[config.mk]
export PLATFORM = sky130hd
export DESIGN_NAME = apb_requester
export DESIGN_NICKNAME = d
export VERILOG_FILES = /design/src/rtl/apb_pkg.sv /design/src/rtl/apb_wait_timer.sv /design/src/rtl/apb_requester.sv
export SDC_FILE = /design/constraint.sdc
export NUM_CORES = 1
export LEC_CHECK = 0
export BUFFER_PORTS_ARGS = -buffer_cell sky130_fd_sc_hd__buf_2
export CORE_MARGIN = 4
export CORE_UTILIZATION = 47
export CTS_BUF_LIST = sky130_fd_sc_hd__clkbuf_8
export CTS_CLUSTER_SIZE = 25
export DETAILED_ROUTE_END_ITERATION = 10
export PLACE_DENSITY = 0.82
export SLEW_MARGIN = 10
export SYNTH_ARGS = -nofsm -noshare
export SYNTH_HDL_FRONTEND = slang
export SYNTH_HIERARCHICAL = 1
export SYNTH_SLANG_ARGS = --single-unit
[constraint.sdc]
create_clock -name PCLK -period 2.1 [get_ports PCLK]
set_input_delay 0.42 -clock PCLK [delete_from_list [all_inputs] [get_ports PCLK]]
set_output_delay 0.42 -clock PCLK [all_outputs]
set_load 0.005 [all_outputs]
[src/rtl/apb_pkg.sv]
// Shared types, widths and helpers for the APB requester.
package apb_pkg;

    localparam int unsigned ADDR_WIDTH     = 16;
    localparam int unsigned DATA_WIDTH     = 32;
    localparam int unsigned STRB_WIDTH     = DATA_WIDTH / 8;
    localparam int unsigned ALIGNBITS      = $clog2(STRB_WIDTH);
    localparam int unsigned TIMEOUT_CYCLES = 16;

    typedef enum logic [1:0] {
        IDLE   = 2'd0,
        SETUP  = 2'd1,
        ACCESS = 2'd2,
        ERROR  = 2'd3
    } state_t;

    typedef struct packed {
        logic                  write;
        logic [ADDR_WIDTH-1:0] addr;
        logic [DATA_WIDTH-1:0] wdata;
        logic [STRB_WIDTH-1:0] strb;
    } apb_req_t;

    // True when the byte address is aligned to the data bus width.
    function automatic logic validAlign(input logic [ADDR_WIDTH-1:0] addr);
        logic [ADDR_WIDTH-1:0] mask;
        mask = ADDR_WIDTH'((1 << ALIGNBITS) - 1);
        return ((addr & mask) == '0);
    endfunction

endpackage

[src/rtl/apb_wait_timer.sv]
// Counts stalled ACCESS cycles and flags the cycle that reaches the abort limit.
module apb_wait_timer
    import apb_pkg::*;
(
    input  logic clk,
    input  logic rst_n,
    input  logic i_clear,
    input  logic i_tick,
    output logic o_expired_c
);

    localparam int unsigned CNT_W = $clog2(TIMEOUT_CYCLES + 1);

    logic [CNT_W-1:0] r_count;

    always_ff @(posedge clk or negedge rst_n) begin
        if (!rst_n) begin
            r_count <= '0;
        end else if (i_clear) begin
            r_count <= '0;
        end else if (i_tick) begin
            r_count <= r_count + CNT_W'(1);
        end
    end

    // Fires on the last permitted stalled cycle so ACCESS lasts exactly TIMEOUT_CYCLES.
    assign o_expired_c = i_tick && (r_count == CNT_W'(TIMEOUT_CYCLES - 1));

endmodule

[src/rtl/apb_requester.sv]
// APB requester: single-transfer command port to APB SETUP/ACCESS sequencing.
// Optional ACCESS timeout abort enabled by defining APB_TIMEOUT_EN.
module apb_requester
    import apb_pkg::*;
(
    input  logic                  PCLK,
    input  logic                  PRESETn,
    input  logic                  req_valid,
    output logic                  req_ready,
    input  logic                  req_write,
    input  logic [ADDR_WIDTH-1:0] req_addr,
    input  logic [DATA_WIDTH-1:0] req_wdata,
    input  logic [STRB_WIDTH-1:0] req_strb,
    output logic                  rsp_valid,
    output logic [DATA_WIDTH-1:0] rsp_rdata,
    output logic                  rsp_err,
    output logic                  PSEL,
    output logic                  PENABLE,
    output logic                  PWRITE,
    output logic [ADDR_WIDTH-1:0] PADDR,
    output logic [DATA_WIDTH-1:0] PWDATA,
    output logic [STRB_WIDTH-1:0] PSTRB,
    input  logic [DATA_WIDTH-1:0] PRDATA,
    input  logic                  PREADY,
    input  logic                  PSLVERR
);

    state_t                r_state;
    apb_req_t              r_req;
    logic                  r_psel;
    logic                  r_penable;
    logic                  r_rsp_valid;
    logic [DATA_WIDTH-1:0] r_rsp_rdata;
    logic                  r_rsp_err;

    state_t                w_state_nxt;
    apb_req_t              w_req_nxt;
    logic                  w_psel_nxt;
    logic                  w_penable_nxt;
    logic                  w_rsp_valid_nxt;
    logic [DATA_WIDTH-1:0] w_rsp_rdata_nxt;
    logic                  w_rsp_err_nxt;

`ifdef APB_TIMEOUT_EN
    logic w_timeout_c;

    apb_wait_timer u_wait_timer (
        .clk         (PCLK),
        .rst_n       (PRESETn),
        .i_clear     (r_state == SETUP),
        .i_tick      ((r_state == ACCESS) && !PREADY),
        .o_expired_c (w_timeout_c)
    );
`endif

    always_ff @(posedge PCLK or negedge PRESETn) begin
        if (!PRESETn) begin
            r_state     <= IDLE;
            r_req       <= '0;
            r_psel      <= 1'b0;
            r_penable   <= 1'b0;
            r_rsp_valid <= 1'b0;
            r_rsp_rdata <= '0;
            r_rsp_err   <= 1'b0;
        end else begin
            r_state     <= w_state_nxt;
            r_req       <= w_req_nxt;
            r_psel      <= w_psel_nxt;
            r_penable   <= w_penable_nxt;
            r_rsp_valid <= w_rsp_valid_nxt;
            r_rsp_rdata <= w_rsp_rdata_nxt;
            r_rsp_err   <= w_rsp_err_nxt;
        end
    end

    // Next state plus next values of every registered output.
    always_comb begin
        w_state_nxt     = r_state;
        w_req_nxt       = r_req;
        w_psel_nxt      = 1'b0;
        w_penable_nxt   = 1'b0;
        w_rsp_valid_nxt = 1'b0;
        w_rsp_rdata_nxt = r_rsp_rdata;
        w_rsp_err_nxt   = r_rsp_err;

        case (r_state)
            IDLE: begin
                if (req_valid) begin
                    w_req_nxt.write = req_write;
                    w_req_nxt.addr  = req_addr;
                    w_req_nxt.wdata = req_wdata;
                    w_req_nxt.strb  = req_write ? req_strb : '0;
                    if (validAlign(req_addr)) begin
                        w_state_nxt = SETUP;
                        w_psel_nxt  = 1'b1;
                    end else begin
                        w_state_nxt = ERROR;
                    end
                end
            end
            SETUP: begin
                w_state_nxt   = ACCESS;
                w_psel_nxt    = 1'b1;
                w_penable_nxt = 1'b1;
            end
            ACCESS: begin
                if (PREADY) begin
                    w_state_nxt     = IDLE;
                    w_rsp_valid_nxt = 1'b1;
                    w_rsp_err_nxt   = PSLVERR;
                    w_rsp_rdata_nxt = (!r_req.write && !PSLVERR) ? PRDATA : '0;
`ifdef APB_TIMEOUT_EN
                end else if (w_timeout_c) begin
                    w_state_nxt = ERROR;
`endif
                end else begin
                    w_psel_nxt    = 1'b1;
                    w_penable_nxt = 1'b1;
                end
            end
            ERROR: begin
                w_state_nxt     = IDLE;
                w_rsp_valid_nxt = 1'b1;
                w_rsp_err_nxt   = 1'b1;
                w_rsp_rdata_nxt = '0;
            end
            default: begin
                w_state_nxt = IDLE;
            end
        endcase
    end

    assign req_ready = (r_state == IDLE);
    assign rsp_valid = r_rsp_valid;
    assign rsp_rdata = r_rsp_rdata;
    assign rsp_err   = r_rsp_err;
    assign PSEL      = r_psel;
    assign PENABLE   = r_penable;
    assign PWRITE    = r_req.write;
    assign PADDR     = r_req.addr;
    assign PWDATA    = r_req.wdata;
    assign PSTRB     = r_req.strb;

endmodule

==> results.sh <==
export IMPL_grt_first_pass_wirelength_mm=12.85
export IMPL_cts_tree="done"
export IMPL_switching_share=0.3054
export IMPL_fin_crit_sh=0.8070
export IMPL_num_vias=2532
export IMPL_antenna_found_initial=0
export IMPL_overflow=0
export IMPL_final_period_minus_worst_setup_slack_ps=1695
export IMPL_slowest_stage="dfrtp_1"
export IMPL_dp_cells=495
export IMPL_min_path_type="primary input to asynchronous set/reset pin"
export IMPL_total_power_w=0.006545
export IMPL_firstDrtPassIters=4
export IMPL_hpwl_mm=6.105
export IMPL_startpoint_type="flop"
export IMPL_finalSetupViolCount=0
export IMPL_initial_core_util=0.4825
export IMPL_wl_per_cell_um=15.85
export IMPL_num_fill_cells=586
export IMPL_grt_max_degree=42
export IMPL_die_area_um2=8891
export IMPL_rows=31
export IMPL_fin_skew_ps=12.10
export IMPL_worstMarginPinSlew_ps=444.9
export IMPL_ant_nets=0
export IMPL_seqPwrFrac=0.446
export IMPL_crit_type="flop to primary output"
export IMPL_nNetsFinal=501
export IMPL_cap_viol_max_count=0
export IMPL_switchingPower_w=0.001999
export IMPL_synth_seq_area_share=0.6507
export IMPL_tns_ps=0
export IMPL_hold_buffers=0
export IMPL_drc=0
export IMPL_cp_data_arrival_time_ps=1270
export IMPL_path_max_fanout=5
export IMPL_synth_cell_type_count=22
export IMPL_core_um2=7253
export IMPL_worstPathCellList="inv_1, ha_1, buf_2"
export IMPL_post_cts_setup_buffers=0
export IMPL_die_x_um=94.29
export IMPL_h_tree_depth=3
export IMPL_drt_initial_drc_count=93
export IMPL_regToRegSetupSlack_ps=480
export IMPL_p_int_w=0.004546
export IMPL_cts_resized_gates=0
export IMPL_num_antenna_cells=0
export IMPL_cts_root_buf="clkbuf_8"
export IMPL_stdcell_count=511
export IMPL_slew_viol_final=0
export IMPL_yosys_warnings=6
export IMPL_max_slew_margin=0.7034
export IMPL_critPathCaptureType="primary output"
export IMPL_drive_above_1_share=0.6772
export IMPL_p_leak_nw=2.484
export IMPL_finalHoldViolCount=0
export IMPL_synth_avg_cell_area_um2=15.76
export IMPL_netlist_area_um2=3500
export IMPL_clock_fmax_mhz=590.1
export IMPL_worst_r2r_path_depth=6
export IMPL_synth_nets=316
export IMPL_path_clk_slew_ps=90
export IMPL_syn_inst=222
export IMPL_grt_pass1_vias=2641
export IMPL_ys_ff_latch=91
export IMPL_power_density_nw_per_um2=1392
export IMPL_viasPerCell=4.955
export IMPL_clkLatencyLatePin_ps=340
export IMPL_area_growth_pct=34.32
export IMPL_port_buffers=179
export IMPL_grt_usage=0.1876
export IMPL_timing_rr_start="r_state[0]"
export IMPL_cpPeakStageDelay_ps=430
export IMPL_cts_sink_count=91
export IMPL_wl_mm=8.098
export IMPL_worst_endpoint_required_ps=1680
export IMPL_cts_buffers=9
export IMPL_timing_rr_end="rsp_rdata[30]"
export IMPL_comb_power_share=0.374
export IMPL_outcome="finished clean"
export IMPL_io_pins=180
export IMPL_vdd_drop_max_mv=0.5993
export IMPL_p_clk_frac=0.180
export IMPL_grt_setup_unrepaired="false"
export IMPL_gp_congestion=0.7062
export IMPL_clockBufferDepth=2
export IMPL_die_y_um=94.29
==> power groups by stage <==
| stage | Sequential, W | Clock, W | Combinational (W) |
|---|---|---|---|
| after floorplan | 0.00301 | 0 | 0.00129 |
| after global placement | 0.00292 | 0 | 0.00241 |
| after detailed placement | 0.00295 | 0 | 0.00249 |
| after CTS | 0.00292 | 0.00122 | 0.00250 |
| after global routing | 0.00302 | 0.00131 | 0.00270 |
| final | 0.00292 | 0.00118 | 0.00245 |
==> cell usage in the layout (no fill, tap or decap) <==
cell type,synthesis,layout
or2b_1,2,2
a21oi_1,4,4
nor2_1,3,3
ha_1,4,4
nor4_4,1,1
a22o_1,5,5
buf_2,5,178
clkinvlp_4,0,1
clkbuf_8,0,11
nor2b_1,2,2
clkinv_4,0,1
nand2_2,2,2
bufinv_16,0,1
o21ai_0,4,4
mux2_2,48,48
mux2i_2,1,1
mux2_1,1,1
nand2b_1,1,1
buf_4,0,6
inv_1,2,4
buf_12,0,2
dfrtp_1,91,91
or3_1,1,1
a22o_2,27,27
o22a_1,2,2
nand2_1,8,8
o32ai_1,1,1
==> through the flow <==
step	utilization	cell area [µm²]	hold WS (ps)	setup slack, ps
after detailed placement	0.6198	4496	400.2	474.1
final	0.6481	4701	13.96	405.4
after floorplan	-	3500	124.4	568.4
after global placement	0.6198	4496	396.8	539.2
after CTS	0.6481	4701	21.26	390.9
after global routing	0.6481	4701	21.74	303.2
==> kinds of logic after synthesis <==
family	after synthesis	share of synthesized area
AO/OA/AOI/OAI	43	0.1087
buffers and inverters	14	0.03182
adder cells (fa/ha/maj)	4	0.01430
AND/OR/NAND/NOR	20	0.03289
flip-flops	91	0.6507
multiplexers	50	0.1616
==> flip-flops by register name (all words and copies together) (netlist names) <==
signal	cells
PADDR	16
PENABLE	1
PSEL	1
PSTRB	4
PWDATA	32
PWRITE	1
r_state	2
rsp_err	1
rsp_rdata	32
rsp_valid	1
==> how the worst max path moves through the flow <==
| stage | to | slack (ps) | from | cells after the start |
|---|---|---|---|---|
| after floorplan | PWDATA[18] | 570 | r_state[0] | 6 |
| final | req_ready | 410 | r_state[1] | 3 |
| after global routing | req_ready | 300 | r_state[1] | 3 |
| after CTS | req_ready | 390 | r_state[1] | 3 |
| after global placement | rsp_rdata[7] | 540 | r_state[0] | 4 |
| after detailed placement | rsp_rdata[7] | 470 | r_state[0] | 6 |
==> final cells by class <==
class | count | area [µm²] | area share
flip-flops and latches | 91 | 2277 | 0.4844
multi-input cells | 117 | 1111 | 0.2364
repair buffers | 186 | 975.9 | 0.2076
clock buffers | 11 | 151.4 | 0.03221
well taps | 99 | 123.9 | 0.02635
clock inverters | 5 | 53.80 | 0.01145
inverters | 2 | 7.507 | 0.001597
==> cell usage after synthesis <==
cell | count | area share
o21ai_0 | 4 | 0.0057
nand2b_1 | 1 | 0.0018
nor4_4 | 1 | 0.0061
buf_6 | 7 | 0.023
o22a_1 | 2 | 0.0050
a22o_2 | 27 | 0.077
a22o_1 | 5 | 0.013
nand2_1 | 8 | 0.0086
or3_1 | 1 | 0.0018
ha_1 | 4 | 0.014
nor2_1 | 3 | 0.0032
o32ai_1 | 1 | 0.0025
a21oi_1 | 4 | 0.0057
inv_1 | 2 | 0.0021
dfrtp_1 | 91 | 0.65
nor2b_1 | 2 | 0.0036
nand2_2 | 2 | 0.0036
buf_2 | 5 | 0.0071
or2b_1 | 2 | 0.0043
mux2_2 | 48 | 0.15
mux2_1 | 1 | 0.0032
mux2i_2 | 1 | 0.0039
==> metal layers <==
metal / GRT usage / wire length [µm]
met5: 0 / 0
met2: 0.3085 / 4048
met4: 0.07822 / 153
met3: 0.04968 / 653
met1: 0.2343 / 3243
==> worst max-delay path, delay by kind of cell, from the launching register on <==
family / cells / cell delay [ps]
buffers and inverters: 2 / 270
adder cells (fa/ha/maj): 1 / 250
flip-flops: 1 / 430
Note: power is estimated with default switching activity, not from simulation.
